**config.mk**
```make
export PLATFORM = sky130hd
export DESIGN_NAME = hazard_stall_unit
export DESIGN_NICKNAME = d
export VERILOG_FILES = /design/src/rtl/hazard_pkg.sv /design/src/rtl/hazard_detect.sv /design/src/rtl/hazard_stall_unit.sv
export SDC_FILE = /design/constraint.sdc
export NUM_CORES = 1
export LEC_CHECK = 0
export CAP_MARGIN = 20
export CORE_ASPECT_RATIO = 1.2
export CORE_UTILIZATION = 50
export DETAILED_ROUTE_END_ITERATION = 16
export GPL_TIMING_DRIVEN = 1
export HOLD_SLACK_MARGIN = 0.08
export PLACE_DENSITY = 0.82
export SYNTH_ARGS = -nofsm -noshare
export SYNTH_HDL_FRONTEND = slang
export SYNTH_SLANG_ARGS = --single-unit
export TNS_END_PERCENT = 50
```
**constraint.sdc**
```tcl
create_clock -name clk -period 5.45 [get_ports clk]
set_clock_uncertainty 0.2 [all_clocks]
set_input_delay 1.09 -clock clk [delete_from_list [all_inputs] [get_ports clk]]
set_output_delay 1.09 -clock clk [all_outputs]
set_load 0.02 [all_outputs]
```
**src/rtl/hazard_pkg.sv**
```systemverilog
`default_nettype none
// ============================================================================
//  Module      : hazard_pkg
//  Description : Shared types and constants for the ID-stage hazard stall
//                unit. It defines the stall FSM state encoding and the
//                hard-wired zero register index.
//  Revision    : 1.0 - initial release
// ============================================================================
package hazard_pkg;

    typedef enum logic [1:0] {
        HZ_IDLE  = 2'b00,
        HZ_STALL = 2'b01
    } hz_state_t;

    localparam logic [4:0] REG_ZERO = 5'd0;

endpackage : hazard_pkg
`default_nettype wire

```
**src/rtl/hazard_detect.sv**
```systemverilog
`default_nettype none
// ============================================================================
//  Module      : hazard_detect
//  Description : Combinational hazard classifier for the instruction in ID.
//                h2 : the branch needs the result of a load that is in EX
//                     (two extra stall cycles).
//                h1 : load-use, a branch needing an ALU result from EX, or a
//                     branch needing a load result from MEM (one extra cycle).
//                The two outputs are independent; the FSM gives h2 priority.
//  Ports       : addrReg1/2, useReg1/2 - ID source operands and their use
//                branch                - ID instruction compares in ID
//                addrWriteEx/Mem       - rd of the EX / MEM instructions
//                regWriteEx/Mem        - EX / MEM instruction writes rd
//                memReadEx/Mem         - EX / MEM instruction is a load
//                h1, h2                - hazard class flags
//  Revision    : 1.0 - initial release
// ============================================================================
module hazard_detect
    import hazard_pkg::*;
(
    input  logic [4:0] addrReg1,
    input  logic [4:0] addrReg2,
    input  logic       useReg1,
    input  logic       useReg2,
    input  logic       branch,
    input  logic [4:0] addrWriteEx,
    input  logic       regWriteEx,
    input  logic       memReadEx,
    input  logic [4:0] addrWriteMem,
    input  logic       regWriteMem,
    input  logic       memReadMem,
    output logic       h1,
    output logic       h2
);

    logic w_match_ex1;
    logic w_match_ex2;
    logic w_match_mem1;
    logic w_match_mem2;
    logic w_match_ex;
    logic w_match_mem;

    // x0 is hard-wired to zero, so a write to it never produces a dependency.
    assign w_match_ex1  = useReg1 & regWriteEx  & (addrReg1 == addrWriteEx)  & (addrReg1 != REG_ZERO);
    assign w_match_ex2  = useReg2 & regWriteEx  & (addrReg2 == addrWriteEx)  & (addrReg2 != REG_ZERO);
    assign w_match_mem1 = useReg1 & regWriteMem & (addrReg1 == addrWriteMem) & (addrReg1 != REG_ZERO);
    assign w_match_mem2 = useReg2 & regWriteMem & (addrReg2 == addrWriteMem) & (addrReg2 != REG_ZERO);

    assign w_match_ex  = w_match_ex1  | w_match_ex2;
    assign w_match_mem = w_match_mem1 | w_match_mem2;

    assign h2 = branch & memReadEx & w_match_ex;

    assign h1 = (~branch & memReadEx  & w_match_ex)
              | ( branch & ~memReadEx & w_match_ex)
              | ( branch & memReadMem & w_match_mem);

endmodule : hazard_detect
`default_nettype wire

```
**src/rtl/hazard_stall_unit.sv**
```systemverilog
`default_nettype none
// ============================================================================
//  Module      : hazard_stall_unit
//  Description : ID-stage stall/flush controller. It holds the PC and IF/ID
//                and bubbles ID/EX while an operand of the ID instruction
//                cannot be forwarded yet, flushes IF/ID on a taken branch,
//                and keeps saturating stall/flush event counters.
//  Ports       : clk, reset_n         - clock, async active-low reset
//                addrReg*/useReg*     - ID source operands
//                branch, branchTaken  - ID branch and its resolution
//                *Ex / *Mem           - EX / MEM destination info
//                clearCounters        - synchronous counter clear
//                stallPC, stallIFID,
//                bubbleIDEX           - stall controls (always identical)
//                flushIFID            - IF/ID flush on taken branch
//                hazardState          - FSM state for debug
//                stallCount/flushCount- saturating event counters
//  Revision    : 1.0 - initial release
// ============================================================================
module hazard_stall_unit
    import hazard_pkg::*;
#(
    parameter int CNT_W = 32
) (
    input  logic             clk,
    input  logic             reset_n,
    input  logic [4:0]       addrReg1,
    input  logic [4:0]       addrReg2,
    input  logic             useReg1,
    input  logic             useReg2,
    input  logic             branch,
    input  logic             branchTaken,
    input  logic [4:0]       addrWriteEx,
    input  logic             regWriteEx,
    input  logic             memReadEx,
    input  logic [4:0]       addrWriteMem,
    input  logic             regWriteMem,
    input  logic             memReadMem,
    input  logic             clearCounters,
    output logic             stallPC,
    output logic             stallIFID,
    output logic             bubbleIDEX,
    output logic             flushIFID,
    output logic [1:0]       hazardState,
    output logic [CNT_W-1:0] stallCount,
    output logic [CNT_W-1:0] flushCount
);

    localparam logic [CNT_W-1:0] c_cnt_max = {CNT_W{1'b1}};

    hz_state_t        r_state;
    logic             r_remain;
    logic [CNT_W-1:0] r_stall_cnt;
    logic [CNT_W-1:0] r_flush_cnt;

    logic w_h1;
    logic w_h2;
    logic w_idle;
    logic w_stall;
    logic w_flush;

    hazard_detect u_detect (
        .addrReg1     (addrReg1),
        .addrReg2     (addrReg2),
        .useReg1      (useReg1),
        .useReg2      (useReg2),
        .branch       (branch),
        .addrWriteEx  (addrWriteEx),
        .regWriteEx   (regWriteEx),
        .memReadEx    (memReadEx),
        .addrWriteMem (addrWriteMem),
        .regWriteMem  (regWriteMem),
        .memReadMem   (memReadMem),
        .h1           (w_h1),
        .h2           (w_h2)
    );

    assign w_idle = (r_state == HZ_IDLE);

    // Stall is asserted in the detect cycle itself (zero latency) and for
    // every cycle spent in STALL. Gating with reset_n keeps the pipeline
    // controls quiet while reset is held, whatever the inputs are doing.
    assign w_stall = reset_n & ((w_idle & (w_h1 | w_h2)) | (r_state == HZ_STALL));

    // A taken branch seen during a stall is ignored; the branch unit will
    // re-assert it once the operands are available.
    assign w_flush = reset_n & branchTaken & ~w_stall & w_idle;

    assign stallPC     = w_stall;
    assign stallIFID   = w_stall;
    assign bubbleIDEX  = w_stall;
    assign flushIFID   = w_flush;
    assign hazardState = r_state;
    assign stallCount  = r_stall_cnt;
    assign flushCount  = r_flush_cnt;

    // remain counts stall cycles still owed after the current STALL cycle:
    // h2 owes two beyond the detect cycle, h1 owes one.
    always_ff @(posedge clk or negedge reset_n) begin
        if (!reset_n) begin
            r_state  <= HZ_IDLE;
            r_remain <= 1'b0;
        end else begin
            case (r_state)
                HZ_IDLE: begin
                    if (w_h2) begin
                        r_state  <= HZ_STALL;
                        r_remain <= 1'b1;
                    end else if (w_h1) begin
                        r_state  <= HZ_STALL;
                        r_remain <= 1'b0;
                    end
                end
                HZ_STALL: begin
                    if (r_remain) begin
                        r_remain <= 1'b0;
                    end else begin
                        r_state <= HZ_IDLE;
                    end
                end
                default: begin
                    r_state  <= HZ_IDLE;
                    r_remain <= 1'b0;
                end
            endcase
        end
    end

    // Counters saturate rather than wrap; a clear beats a same-cycle increment.
    always_ff @(posedge clk or negedge reset_n) begin
        if (!reset_n) begin
            r_stall_cnt <= '0;
            r_flush_cnt <= '0;
        end else if (clearCounters) begin
            r_stall_cnt <= '0;
            r_flush_cnt <= '0;
        end else begin
            if (w_stall && (r_stall_cnt != c_cnt_max)) begin
                r_stall_cnt <= r_stall_cnt + 1'b1;
            end
            if (w_flush && (r_flush_cnt != c_cnt_max)) begin
                r_flush_cnt <= r_flush_cnt + 1'b1;
            end
        end
    end

endmodule : hazard_stall_unit
`default_nettype wire

```
======== Yosys cells after proc, flatten, opt, wreduce, memory -nomap -nowiden ========
Index checks and enable logic that the tools add are counted.
storage, ports and cells
  logic and storage cells ................. 68
  bits in registers ....................... 67
  bits of input ports ..................... 31
  output and inout port bits .............. 70
cells by class
  add/subtract/negate cells ............... 2
  reduce and logical (&&, ||, !) cells .... 8
  bitwise operators ....................... 34
  eq/ne operators ......................... 9
  mux-type cells .......................... 11
operators with widths
  kind                                           count
  2-to-1 mux 32 bit                              4
  adder 32 x 1 -> 32 bit, second input constant  2
  inequality test 32 bit, second input constant  2
  bitwise AND 1 bit                              25
  == test 5 bit                                  4
  nonzero test 5 bit                             2
  2-to-1 mux 2 bit                               3
  OR 1 bit                                       6
  one-hot mux 2 bit (2 select lines)             1
  nonzero test 2 bit                             2
  2-to-1 mux 1 bit                               3
  inequality test 3 bit, second input constant   1
  NOT 1 bit                                      3
  == test 2 x 1 -> 1 bit, second input constant  1
  logical AND 1 bit                              2
  logical NOT 2 bit                              1
  inequality test 2 bit, second input constant   1
  AND reduction 2 bit                            1

======== Logic depth before layout (Yosys ltp) ========
  word-level depth ........................ 17
  gate-level depth with buffers ........... 9
  gate-level depth less buffers ........... 8

======== Modules after synthesis ========
Synthesis repeated with hierarchy kept, for this count alone.
unflattened totals
  cells, all modules ...................... 447
  area, all modules ....................... 3,983.8 um^2
by module, submodules not included
  module             sequential area each (um^2)  instances  area an instance (um^2)  cells an instance
  hazard_stall_unit  1,651.6                      1          3,687.3                  409
  hazard_detect      0.0                          1          296.5                    38

======== Worst setup path before layout ========
OpenSTA, ideal clock, no wires.
  path type ............................... input port to output port
  start point ............................. input addrReg2[0]
  end point ............................... output stallIFID
  data required time ...................... 4.160 ns
  slack ................................... 1.440 ns
  arrival ................................. 2.720 ns
  buffers on the path ..................... 2
  stages .................................. 7
  path through ............................ or4_1 -> o21ai_1 -> nand4b_1 -> a21oi_2 -> o31a_1 -> buf_2 -> buf_4
between the ends
  word-level cells in the longest chain between the ends .. 11
  elaborated cells between the ends (all ways) .. 19
RTL lines
  element                               line                                      RTL
  start, declared                       hazard_stall_unit.sv:28                   input logic [4:0] addrReg2,
  == test 5 bit                         hazard_detect.sv:45                       assign w_match_ex2 = useReg2 & regWriteEx & (addrReg2 == addrWriteEx) & (addrReg2 != REG_ZERO);
  bitwise AND 1 bit (2 in series)       hazard_detect.sv:45
  OR 1 bit                              hazard_detect.sv:49                       assign w_match_ex = w_match_ex1 | w_match_ex2;
  bitwise AND 1 bit (on tied branches)  hazard_detect.sv:54, hazard_detect.sv:55
  OR 1 bit                              hazard_detect.sv:55                       | ( branch & ~memReadEx & w_match_ex)
  OR 1 bit                              hazard_detect.sv:56                       | ( branch & memReadMem & w_match_mem);
  OR 1 bit *                            hazard_stall_unit.sv:83                   assign w_stall = reset_n & ((w_idle & (w_h1 | w_h2)) | (r_state == HZ_STALL));
  bitwise AND 1 bit *                   hazard_stall_unit.sv:83
  OR 1 bit *                            hazard_stall_unit.sv:83
  bitwise AND 1 bit *                   hazard_stall_unit.sv:83
  end, declared                         hazard_stall_unit.sv:41                   output logic stallIFID,
Every way passes the cells marked *; elsewhere a longest branch is shown, timed or not.

======== Worst setup path in the final report ========
  start point ............................. input addrReg1[4]
  end point ............................... output stallIFID
between the ends
  word-level cells in the longest chain between the ends .. 11
  elaborated cells between the ends (all ways) .. 19
RTL lines
  element                               line                                      RTL
  start, declared                       hazard_stall_unit.sv:27                   input logic [4:0] addrReg1,
  == test 5 bit                         hazard_detect.sv:44                       assign w_match_ex1 = useReg1 & regWriteEx & (addrReg1 == addrWriteEx) & (addrReg1 != REG_ZERO);
  bitwise AND 1 bit (2 in series)       hazard_detect.sv:44
  OR 1 bit                              hazard_detect.sv:49
  bitwise AND 1 bit (on tied branches)  hazard_detect.sv:54, hazard_detect.sv:55
  OR 1 bit                              hazard_detect.sv:55
  OR 1 bit                              hazard_detect.sv:56
  OR 1 bit *                            hazard_stall_unit.sv:83
  bitwise AND 1 bit *                   hazard_stall_unit.sv:83
  OR 1 bit *                            hazard_stall_unit.sv:83
  bitwise AND 1 bit *                   hazard_stall_unit.sv:83
Marked as above.

==> summary.txt <==
Hold path
  – Endpoint, Worst Hold: hazardState[0]$_DFFE_PN0P_
  – Hold path start: r_remain$_DFFE_PN0P_
  – Hold path depth: 2
  – Worst min-delay path class: register to register

Die
  – Chip height: just under 100 microns
  – Width of the die: ~82 microns
  – Std cell rows: 34
  – Core region area: roughly 0.0074 sq mm
  – Initial core utilization: around 52%
  – Num ports: 101
  – Die area: 0.008079 sq mm

Worst setup path
  – Most common cell on crit path: clkdlybuf4s50_1
  – R2R depth: 8
  – Critical Path AT: approximately 3600 ps
  – Crit end category: output pin
  – Max Fanout on Critical Path: 5
  – Crit path max-delay cell type: clkdlybuf4s50_1
  – Setup CP Type: input pin to output pin
  – Delay-heaviest family, CP: buffers and inverters
  – Worst endpoint required time: around 4200 ps
  – Slowest cell delay on critical path: between 600 and 700 ps
  – Cells along the critical path: clkdlybuf4s50_1, xor2_1, nor4_1, nand4b_1, a21oi_2, o31a_1, clkdlybuf4s50_1
  – Worst setup SP type: input pin
  – Critical register-to-register path startpoint: stallCount[4]$_DFFE_PN0P_
  – RR Endpoint: stallCount[28]$_DFFE_PN0P_
  – Buf+Inv Stages, Crit Path: 2
  – R2R Setup Slk: between 2000 and 2500 ps

Timing
  – Tcrit/Tclk final: 89.87%
  – Slew at the pin with the worst max-slew slack: between 800 and 900 ps
  – Tmin final: slightly below 5000 ps
  – Final setup vio count: 0
  – Final worst slack: 551.9 ps
  – Hold_ws: 327.9 ps
  – Max Clk Rate: 204.2 MHz
  – TNS Setup: 0 ps
  – RSZ-0062 raised after global routing: no
  – Slew headroom: between 40% and 50%
  – Fin. Hold Viols: 0
  – Pins over their slew limit: 0

Run
  – Max cap viols: 0

Place
  – Area after DPL: 0.004905 sq mm
  – Post-DP HPWL: ~7.0 mm
  – Port bufs: 99
  – Pre-CTS setup slack: 586.9 ps
  – Final GP Congestion: 0.8990

Finish
  – Post-route cell area: about 0.0052 sq mm
  – Final Net Count: 548
  – Layout cells sized above 1: between 6 and 7%
  – Syn-to-layout area delta: 34.02%
  – Fill count: slightly below 600
  – Antenna Cells: 0

Synth
  – Synth Flop Type: dfrtp_1
  – Multiplexer area fraction after synthesis: less than 1%
  – Combinational family with the most area after synthesis: simple AND/OR/NAND/NOR gates
  – Post-synthesis adder-cell area fraction: 0.6481%
  – Post-synthesis cell type count: 42
  – Post-synthesis compound-gate area fraction: under 10%
  – Post-Syn Nets: ~450
  – #FFs+latches synth: 66
  – Post-synthesis xor/xnor area fraction: between 15 and 20%
  – Mean Syn Cell Area: roughly 9.2 sq um
  – Sequential area share after synthesis: between 40 and 50%
  – Synth warnings: 0
  – Synth Cell Area: between 0.003 and 0.004 sq mm
  – Simple-gate share of the synthesized area: between 30% and 40%
  – Async set or reset register ratio after synthesis: between 90% and 100%
  – Number of synthesized flops with an enable pin: 0
  – Post-synthesis cell count: ~420

Pwr
  – Pleak: roughly 2.1 nW
  – Peak supply drop: roughly 0.16 mV
  – PwrDens: roughly 230 mW/mm^2

Routing
  – DRT Pass-1 Iters: 5
  – Drt wl/cell: 16.42 microns
  – Drc violations: 0
  – Vias per cell: approximately 5.8
  – Final WL: ~10 mm
  – Initial drt markers: just under 200
  – DRT antenna net count: 0
  – Via count: 3529

Clocking
  – Clock latency on the worst-skew pair: 340 ps
  – CTS tree: done
  – Root buf cell: clkbuf_8
  – Clk buf depth: 2
  – Cts repair resizes: 0
  – CTS buffer count: 9
  – # hold bufs at CTS: 0
  – Post-CTS Setup Bufs: 0
  – Clock sink total: 66
  – CTS clock-pin slew for the worst setup and hold paths: about 70 ps
  – H-tree Lvls: 3

GRT
  – GR Util All Layers: 26.39%
  – Initial antenna violation count: 0
  – Largest net degree at the start of global routing: 66
  – First-pass GRT wire length: about 16 mm
  – Total grt overflow: 0
  – Number of global-route vias before repair: roughly 3400

Status
  – Outcome: completed
==> per-layer routing <==
metal | part of all wire (%) | track usage (%) | up-vias
li1 | - | - | 1685
met1 | 42 | 33.27 | 1685
met2 | 51 | 43.17 | 141
met3 | 5.6 | 5.794 | 18
met4 | 1.9 | 10.39 | 0
met5 | 0 | 0 | -
==> Yosys cell counts (all sizes together), types with 6 or more instances <==
master | instances | share of area, %
and3 | 20 | 3.2
a21oi | 12 | 1.7
clkbuf | 11 | 1.1
nor3 | 10 | 1.6
dfrtp | 66 | 43
xor2 | 42 | 9.5
nor2 | 61 | 5.9
buf | 7 | 1.2
nand2 | 19 | 1.8
xnor2 | 29 | 6.6
or4 | 7 | 1.4
nand3 | 35 | 4.5
and4 | 11 | 2.5
nor4 | 11 | 2.6
or3 | 8 | 1.3
and2 | 6 | 0.97
nand4 | 28 | 4.5
o21ai | 8 | 1.0
==> layout by cell type, fill, tap and decap left out, drive strengths merged, types with 2 or more instances in the layout <==
cell           synthesis  layout
a21oi                 12      12
and2                   6       6
and3                  20      20
and4                  11      11
buf                    7       7
bufinv                 0       3
clkbuf                11      10
clkdlybuf4s50          0      97
clkinv                 0       2
dfrtp                 66      66
ha                     2       2
inv                    2       3
mux2i                  2       2
nand2                 19      19
nand3                 35      35
nand4                 28      28
nand4b                 2       2
nor2                  61      61
nor2b                  3       3
nor3                  10      10
nor4                  11      11
o21ai                  8       8
o31ai                  3       3
or3                    8       8
or4                    7       7
xnor2                 29      29
xor2                  42      42
==> sequential cells by signal, summed over array words and instances (netlist names) <==
name,cells
stallCount,32
hazardState,1
flushCount,32
r_remain,1
==> power breakdown <==
part | leakage [nW] | total, W | switching, W | internal, W
sequential | 0.921 | 0.000508 | 0.0000118 | 0.000496
combinational | 1.01 | 0.000183 | 0.000110 | 0.0000727
clock | 0.127 | 0.000512 | 0.000194 | 0.000318
total | 2.06 | 0.00120 | 0.000316 | 0.000887
==> worst register-to-register path: stages (launching register included) <==
cell,delay (ps)
dfrtp_1,460
and4_1,320
and4_1,320
nand3_1,250
or3_1,580
nand2_1,400
nor2_1,180
nand4_1,140
mux2_1,320
==> through the flow <==
step           utilization (%)  total power, W  std cells
2_1_floorplan                -       0.0006155        418
3_3_place_gp             66.64       0.0006955        593
3_5_place_dp             66.64       0.0006976        593
4_1_cts                  70.04        0.001208        609
5_1_grt                  70.32        0.001253        610
6_report                 70.32        0.001203        610
==> logic make-up (layout without fill, tap and decap cells) <==
family          Yosys count  after routing
compound gates           29             29
buf+inv                  20            122
fa+ha+maj                 2              2
other cells               1              1
simple gates            226            226
xor+xnor                 71             71
mux                       3              3
flops                    66             66
==> cell type report <==
| class | instances | area [sq um] | share of cell area, % |
|---|---|---|---|
| Clock buffer | 10 | 137.6 | 2.660 |
| Clock inverter | 6 | 112.6 | 2.176 |
| Inverter | 2 | 7.507 | 0.1451 |
| Multi-Input combinational cell | 332 | 2122 | 41.01 |
| Sequential cell | 66 | 1652 | 31.91 |
| Tap cell | 90 | 112.6 | 2.176 |
| Timing Repair Buffer | 104 | 1031 | 19.92 |
==> worst max-delay path by stage <==
stage,start,end,depth (start not counted),slack [ps]
floorplan,addrReg2[0],stallIFID,7,1440
global placement,addrReg1[0],flushIFID,7,630
detailed placement,addrReg2[0],flushIFID,7,590
CTS,addrReg1[0],stallIFID,7,580
global route,addrReg2[0],flushIFID,7,450
finish,addrReg1[4],stallIFID,7,550
Note: power is estimated with default switching activity, not from simulation.
